`src/rtl/serial_adder.sv`:
```
// -----------------------------------------------------------------------------
// serial_adder
//   Bit-serial WIDTH-bit adder. One operand set {a, b, cin} is accepted over a
//   valid/ready handshake. The operands are then added LSB-first, one bit per
//   clock, through a single full-adder slice and a registered carry. The result
//   {carry, sum} is returned over a valid/ready output handshake.
//
//   Sequence of states: IDLE (accept) -> RUN (WIDTH cycles) -> DONE (hold
//   result until out_ready) -> IDLE.
//
// Parameters
//   WIDTH      operand/sum width in bits, >= 1
//
// Ports
//   clk        rising-edge clock
//   rst        synchronous reset, active-high
//   in_valid   a, b, cin valid this cycle
//   in_ready   block can accept an operand set (IDLE and not in reset)
//   a, b       operands, sampled only at the accepting edge
//   cin        carry-in, sampled only at the accepting edge
//   out_valid  sum/carry valid (DONE state)
//   out_ready  consumer accepts the result
//   sum        (a+b+cin) mod 2^WIDTH, registered
//   carry      carry-out of the MSB, registered
// -----------------------------------------------------------------------------
module serial_adder #(
  parameter int WIDTH = 8
) (
  input  logic             clk,
  input  logic             rst,
  input  logic             in_valid,
  output logic             in_ready,
  input  logic [WIDTH-1:0] a,
  input  logic [WIDTH-1:0] b,
  input  logic             cin,
  output logic             out_valid,
  input  logic             out_ready,
  output logic [WIDTH-1:0] sum,
  output logic             carry
);

  localparam int CNT_W = $clog2(WIDTH) + 1;
  localparam logic [CNT_W-1:0] LAST_BIT = CNT_W'(WIDTH - 1);

  typedef enum logic [1:0] {
    IDLE = 2'd0,
    RUN  = 2'd1,
    DONE = 2'd2
  } state_t;

  // Full-adder slice helpers.
  function automatic logic fa_sum(input logic x, input logic y, input logic ci);
    return x ^ y ^ ci;
  endfunction

  function automatic logic fa_carry(input logic x, input logic y, input logic ci);
    return (x & y) | ((x ^ y) & ci);
  endfunction

  state_t           state_q, state_d;
  logic [WIDTH-1:0] a_q, a_d;
  logic [WIDTH-1:0] b_q, b_d;
  logic [WIDTH-1:0] s_q, s_d;
  logic             c_q, c_d;
  logic [CNT_W-1:0] cnt_q, cnt_d;

  logic             bit_s;
  logic [WIDTH:0]   shift_s;

  // Next-state and datapath computation for the serial add.
  always_comb begin
    state_d = state_q;
    a_d     = a_q;
    b_d     = b_q;
    s_d     = s_q;
    c_d     = c_q;
    cnt_d   = cnt_q;
    bit_s   = fa_sum(a_q[0], b_q[0], c_q);
    // New sum bit enters at the MSB; after WIDTH shifts bit 0 lands at LSB.
    // Built from a WIDTH+1 vector so WIDTH=1 needs no empty slice.
    shift_s = {bit_s, s_q};
    case (state_q)
      IDLE: begin
        if (in_valid) begin
          a_d     = a;
          b_d     = b;
          c_d     = cin;
          s_d     = '0;
          cnt_d   = '0;
          state_d = RUN;
        end else begin
          state_d = IDLE;
        end
      end
      RUN: begin
        c_d   = fa_carry(a_q[0], b_q[0], c_q);
        a_d   = a_q >> 1;
        b_d   = b_q >> 1;
        s_d   = shift_s[WIDTH:1];
        cnt_d = cnt_q + CNT_W'(1);
        if (cnt_q == LAST_BIT) begin
          state_d = DONE;
        end else begin
          state_d = RUN;
        end
      end
      DONE: begin
        if (out_ready) begin
          state_d = IDLE;
        end else begin
          state_d = DONE;
        end
      end
      default: begin
        state_d = IDLE;
      end
    endcase
  end

  // State and datapath registers; reset discards any partial result.
  always_ff @(posedge clk) begin
    if (rst) begin
      state_q <= IDLE;
      a_q     <= '0;
      b_q     <= '0;
      s_q     <= '0;
      c_q     <= 1'b0;
      cnt_q   <= '0;
    end else begin
      state_q <= state_d;
      a_q     <= a_d;
      b_q     <= b_d;
      s_q     <= s_d;
      c_q     <= c_d;
      cnt_q   <= cnt_d;
    end
  end

  // Handshake flags are decoded from state; in_ready is also masked in reset.
  assign in_ready  = (state_q == IDLE) && !rst;
  assign out_valid = (state_q == DONE);
  assign sum       = s_q;
  assign carry     = c_q;

endmodule

```
`config.mk`:
```
export PLATFORM = sky130hd
export DESIGN_NAME = serial_adder
export DESIGN_NICKNAME = d
export VERILOG_FILES = /design/src/rtl/serial_adder.sv
export SDC_FILE = /design/constraint.sdc
export NUM_CORES = 1
export LEC_CHECK = 0
export CAP_MARGIN = 20
export CORE_UTILIZATION = 45
export DETAILED_ROUTE_END_ITERATION = 6
export GPL_TIMING_DRIVEN = 1
export PLACE_DENSITY = 0.75
export SLEW_MARGIN = 40
export SYNTH_ARGS = -nofsm -noshare
export SYNTH_HDL_FRONTEND = slang
export SYNTH_SLANG_ARGS = --single-unit
```
`constraint.sdc`:
```
create_clock -name clk -period 1.2 [get_ports clk]
set_input_delay 0.24 -clock clk [delete_from_list [all_inputs] [get_ports clk]]
set_output_delay 0.24 -clock clk [all_outputs]
set_load 0.02 [all_outputs]
```
==> results of run 1 <==
## layout by cell type (no fill, tap or decap), drive strengths merged, types with 2 or more instances in the layout
master	synthesis	final
buf	10	40
nor4	5	5
nor3	11	11
clkdlybuf4s50	0	18
clkbuf	5	7
nand3	11	11
inv	4	4
a21oi	22	22
nand2	10	10
nor3b	3	3
nor2b	3	3
dlygate4sd2	0	2
or3b	10	10
nor2	28	28
nand2b	12	12
dfxtp	31	31
## registers in the layout, summed over array words and instances (netlist names)
name,count
state_q,2
b_q,8
carry,1
cnt_q,4
sum,8
a_q,8
## layout make-up
type / count / area (um^2)
Fill cell: 268 / 918
Multi-Input combinational cell: 126 / 848
Sequential cell: 31 / 633
Timing Repair Buffer: 61 / 547
Tap cell: 44 / 55.1
Clock buffer: 6 / 51.3
Clock inverter: 2 / 35.0
Inverter: 4 / 15.0
## worst max path at each step
stage               startpoint  endpoint  slack [ns]  depth (start not counted)
floorplan           state_q[0]    sum[0]       -0.03                          5
detailed placement         rst  in_ready       -0.55                          3
CTS                 state_q[1]  cnt_q[3]       -0.11                          4
finish              state_q[1]    b_q[6]       -0.14                          5
global placement           rst  in_ready       -0.55                          3
global route        state_q[1]    b_q[6]       -0.15                          5
## worst register-to-register path, cell delays in order, from the launching register on
cell and delay [ns]:
dfxtp_4 0.38, buf_6 0.12, or3b_4 0.41, buf_6 0.16, nor2_4 0.10, nor4_2 0.04
## report_power, final
group,leakage (nW),internal [W],total [W],switching [W]
combinational,0.577,0.000279,0.000527,0.000248
clock,0.0482,0.000492,0.000880,0.000388
sequential,0.257,0.00109,0.00115,0.0000506
total,0.882,0.00187,0.00255,0.000687
## metrics by stage
| step | std cells | setup TNS, ns |
|---|---|---|
| final | 274 | -2.65 |
| after detailed placement | 262 | -13.52 |
| after floorplan | 176 | -0.295 |
| after global routing | 274 | -3.93 |
| after CTS | 272 | -2.35 |
| after global placement | 262 | -13.40 |
## routing by layer
layer | up-vias | global-route usage [%] | routed length [um]
met1 | 687 | 29.9 | 1710
met5 | - | 0 | 0
met4 | 0 | 8.64 | 78
met2 | 47 | 38.6 | 1980
li1 | 701 | - | -
met3 | 9 | 7.21 | 196
## timing repair
item / CTS / global route
pin swaps: 5 / 8
buffers inserted: 2 / 2
cloned: 0 / 1
gates resized for setup: 59 / 26
setup endpoints to repair: 41 / 37
## kinds of logic after synthesis
group | count (synthesis) | share of synthesized area [%]
AND/OR/NAND/NOR | 96 | 37.7
flip-flops | 31 | 41.5
AO/OA/AOI/OAI | 27 | 10.8
buffers and inverters | 19 | 7.03
adder cells (fa/ha/maj) | 2 | 2.18
multiplexers | 1 | 0.753
==> out/results.md, run 1 <==
- **end point of the worst hold path** b_q[7]
- **Crit path largest cell delay** 0.41 ns
- **Final Hold Fails** 0
- **Final Instance Area** 2180 um^2
- **Chip Height** 59.6 um
- **Reg2Reg Launch Point** state_q[1]
- **ys async rst share** 0%
- **clock input transition at the sequential cells of the worst setup and hold paths** 0.10 ns
- **register area share after synthesis** 41.5%
- **path depth of the worst reg2reg path** 5
- **number of buffers on the longest clock path** 2
- **power density over the cells** 1170 nW/um^2
- **worst setup path category** flip-flop to flip-flop
- **hold bufs inserted after CTS** 0
- **Gate Count Post-Synth** 176
- **area post-placement** 1980 um^2
- **clock root buffer master** clkbuf_4
- **Placement Rows** 20
- **final worst-path setup slack** -0.139 ns
- **setup slack at placement** -0.546 ns
- **element type at the critical path start** flip-flop
- **number of antenna violations at the first check in global routing** 0
- **Pre-Repair DR Iteration Count** 6
- **proportion of layout cells with a drive suffix above 1** 36.1%
- **layout overhead on the synthesized area** 46.1%
- **endpoint class of the critical path** flip-flop
- **number of DRC violations after detailed routing** 0
- **wire length per cell** 14.4 um
- **leading post-synthesis cells by cell area** dfxtp_1, a21oi_1, nor2_1
- **commonest register cell after synthesis** dfxtp_1
- **Total Wirelength** 3.96 mm
- **failing checks** setup timing
- **average cell area after synthesis** 8.50 um^2
- **TritonCTS clock tree** done
- **DRC violation total after the first TritonRoute iteration** 71
- **detailed-placement wirelength estimate** 2.44 mm
- **cell taking the most area after synthesis** dfxtp_1
- **final critical-path required period** 1.34 ns
- **kind of cell adding the most delay to the critical path** simple AND/OR/NAND/NOR gates
- **Antenna Violating Nets Remaining** 0
- **data arrival time of the critical path** 1.56 ns
- **worst-path maximum fanout** 5
- **Min-Delay Path Depth** 3
- **latest clock arrival within the worst-skew pair** 0.35 ns
- **CTS H-tree lvls** 2
- **launch point of the worst hold path** b[7]
- **crit path cell chain** buf_6, or3b_4, buf_6, nor2_4, nor4_2
- **maximum resistive drop on vdd** 0.000732 V
- **hold crit path type** input port to flip-flop
- **Max Slew Vio Count** 0
- **share of the synthesized area in the top cell type** 41.5%
- **endpoint required time on the critical path** 1.42 ns
- **fin crit share** 112%
- **placer congestion estimate** 0.788
- **flop and latch count out of synthesis** 31
- **wire length of the first global-routing pass** 6.18 mm
- **number of synthesis warnings** 0
- **Max transition margin** 76.6%
- **Commonest cells post-synth** dfxtp_1, nor2_1, a21oi_1
- **slowest library cell on the worst path** or3b_4
- **input/output buffers** 31
- **Total Routing Usage GR** 23.9%
- **buffers plus inverters on the worst setup path** 2
- **Design Power** 0.00255 W
- **Reg2Reg Setup Slack** -0.14 ns
- **max-capacitance violation count** 0
- **Inserted Diodes** 0
- **Most common cell on crit path** buf_6
- **endpoint of the worst register-to-register path** b_q[6]
- **via density per instance** 5.27
- **remaining global-route overflow** 0
- **initial core utilization** 48.2%
- **achievable clock frequency** 747 MHz
- **maximum number of pins on one net before global-route repair** 33
- **skew final** 0.00908 ns
- **leak pwr** 0.882 nW
- **DIE WIDTH** 59.6 um
- **cell with the most instances after synthesis** dfxtp_1
- **final core occ** 70.4%
- **Post-layout nets** 252
- **via count** 1444
- **syn_nets** 199
- **number of different library cells in the post-synthesis netlist** 30
- **Boundary Pins** 32
- **die area** 3560 um^2
- **Slew @ Worst Pin** 0.351 ns
- **worst hold slack across all endpoints** 0.445 ns
- **number of flops mapped to enable cells by yosys** 0
- **Final setup violation count** 31
- **unrepaired setup endpoints after global routing** true
- **Core Box Area** 3100 um^2
- **total standard cell area after synthesis** 1500 um^2
- **total clock sinks** 31
- **vias in the first global route** 1349
- **outcome** finished with violations
- **cts bufs inserted** 5
Power figures use the tool's default switching activity.
==> inputs of run 2 (changes only) <==
--- a/config.mk
+++ b/config.mk
@@ -9,6 +9,7 @@
 export CORE_UTILIZATION = 45
 export DETAILED_ROUTE_END_ITERATION = 6
 export GPL_TIMING_DRIVEN = 1
+export MAX_ROUTING_LAYER = met4
 export PLACE_DENSITY = 0.75
 export SLEW_MARGIN = 40
 export SYNTH_ARGS = -nofsm -noshare
==> out/results.md, run 2 (synthesis results as in run 1) <==
- **setup TNS after final layout** -2.57 ns, +0.0848 ns
- **worst setup path category** flip-flop to flip-flop
- **hold crit path type** input port to flip-flop
- **most common cell after layout, fill and taps aside** dfxtp_1
- **final critical-path required period** 1.33 ns, -0.00413 ns
- **skew final** 0.00673 ns, -0.00235 ns
- **number of buffers on the longest clock path** 2, unchanged
- **max-capacitance violation count** 0, unchanged
- **Inserted Diodes** 0, unchanged
- **worst-path maximum fanout** 5, unchanged
- **fin crit share** 111%, -0.34 points
- **layout overhead on the synthesized area** 46.1%, unchanged
- **maximum number of pins on one net before global-route repair** 33, unchanged
- **power density over the cells** 1160 nW/um^2, -0.71%
- **TritonCTS clock tree** done
- **number of placed instances, taps included** 262, unchanged
- **clock input transition at the sequential cells of the worst setup and hold paths** 0.10 ns, about the same
- **Total Wirelength** 3.92 mm, -0.88%
- **Antenna Violating Nets Remaining** 0, unchanged
- **Pre-Repair DR Iteration Count** 4, -2
- **vias in the first global route** 1348, -0.074%
- **Max transition margin** 76.9%, +0.31 points
- **via density per instance** 5.16, -2.1%
- **path depth of the worst reg2reg path** 5, unchanged
- **wire length of the first global-routing pass** 6.19 mm, +0.11%
- **latest clock arrival within the worst-skew pair** 0.34 ns, about the same
- **number of DRC violations after detailed routing** 0, unchanged
- **final worst-path setup slack** -0.135 ns, +0.00413 ns
- **Final setup violation count** 31, unchanged
- **Core Box Area** 3100 um^2, unchanged
- **number of antenna violations at the first check in global routing** 0, unchanged
- **Final Hold Fails** 0, unchanged
- **commonest cells after routing, fill and taps aside** dfxtp_1, nor2_1, buf_4
- **placer congestion estimate** 0.799, +1.4%
- **endpoint class of the critical path** flip-flop
- **achievable clock frequency** 749 MHz, +0.31%
- **DRC violation total after the first TritonRoute iteration** 57, -20%
- **CTS H-tree lvls** 2, unchanged
- **Chip Height** 59.6 um, unchanged
- **fin cells** 274, unchanged
- **clock root buffer master** clkbuf_4
- **leak pwr** 0.882 nW, unchanged
- **Slew @ Worst Pin** 0.347 ns, -0.00458 ns
- **failing checks** setup timing
- **die area** 3560 um^2, unchanged
- **Min-Delay Path Depth** 3, unchanged
- **total clock sinks** 31, unchanged
- **Placement Rows** 20, unchanged
- **Max Slew Vio Count** 0, unchanged
- **remaining global-route overflow** 0, unchanged
- **initial core utilization** 48.2%, unchanged
- **detailed-placement wirelength estimate** 2.44 mm, unchanged
- **DIE WIDTH** 59.6 um, unchanged
- **via count** 1414, -2.1%
- **maximum resistive drop on vdd** 0.000731 V, -0.13%
- **fill cell instance count of the final layout** 268, unchanged
- **Total Routing Usage GR** 24.6%, +0.71 points
- **endpoint required time on the critical path** 1.41 ns, about the same
- **Boundary Pins** 32, unchanged
- **outcome** finished with violations
- **data arrival time of the critical path** 1.55 ns, about the same
- **wire length per cell** 14.3 um, -0.88%
- **proportion of layout cells with a drive suffix above 1** 36.1%, unchanged
- **Post-layout nets** 252, unchanged
- **cts bufs inserted** 5, unchanged
- **input/output buffers** 31, unchanged
- **element type at the critical path start** flip-flop
- **unrepaired setup endpoints after global routing** true
[run 2: cell counts in the layout (fill, tap and decap cells not counted)]
Identical to the previous run, type by type.
[run 2: repair_timing]
item | 4_1_cts | 5_1_grt
hold buffers | 0 | 0
pin swaps | 5 | 8
setup buffers | 2 | 2
endpoints found under the setup margin | 41 | 37
resized for setup | 59 | 26
gates cloned | 0 | 1
[run 2: worst max-delay path: stages, from the launching register on]
cell and delay [ns]:
dfxtp_4 0.38, buf_6 0.12, or3b_4 0.41, buf_6 0.16, nor2_4 0.10, nor4_2 0.04
[run 2: power by group]
part | internal (W) | switching [W] | total, W
sequential | 0.00109 | 0.0000503 | 0.00115
combinational | 0.000279 | 0.000247 | 0.000526
clock | 0.000492 | 0.000371 | 0.000863
total | 0.00187 | 0.000668 | 0.00253
[run 2: area by class of cell]
cell class / count / area (um^2) / share of cell area [%]
Tap cell: 44 / 55.1 / 2.52
Timing Repair Buffer: 61 / 547 / 25.0
Multi-Input combinational cell: 126 / 848 / 38.8
Clock inverter: 2 / 35.0 / 1.60
Sequential cell: 31 / 633 / 29.0
Clock buffer: 6 / 51.3 / 2.35
Inverter: 4 / 15.0 / 0.687
[run 2: routing by layer]
layer / GRT usage, % / vias up / share of wire [%]
met4: 8.64 / 0 / 1.6
li1: - / 703 / -
met2: 38.6 / 32 / 51
met3: 7.21 / 7 / 3.8
met5: - / - / 0
met1: 29.9 / 672 / 44
[run 2: metrics by stage]
step / util, % / setup slack [ns] / power (W) / hold WS [ns] / cell area [um^2]
final: 70.4 / -0.135 / 0.00253 / 0.459 / 2180
after global routing: 70.4 / -0.150 / 0.00266 / 0.469 / 2180
after CTS: 67.6 / -0.106 / 0.00249 / 0.441 / 2100
after detailed placement: 63.7 / -0.546 / 0.00161 / 0.470 / 1980
after global placement: 63.7 / -0.548 / 0.00159 / 0.453 / 1980
after floorplan: - / -0.0294 / 0.00143 / 0.376 / 1510
[run 2: final timing paths]
path              end  slack [ns]        from
max            b_q[6]       -0.13  state_q[1]
min            b_q[7]        0.46        b[7]
max reg2reg    b_q[6]       -0.13  state_q[1]
min reg2reg  cnt_q[0]        0.48    cnt_q[0]
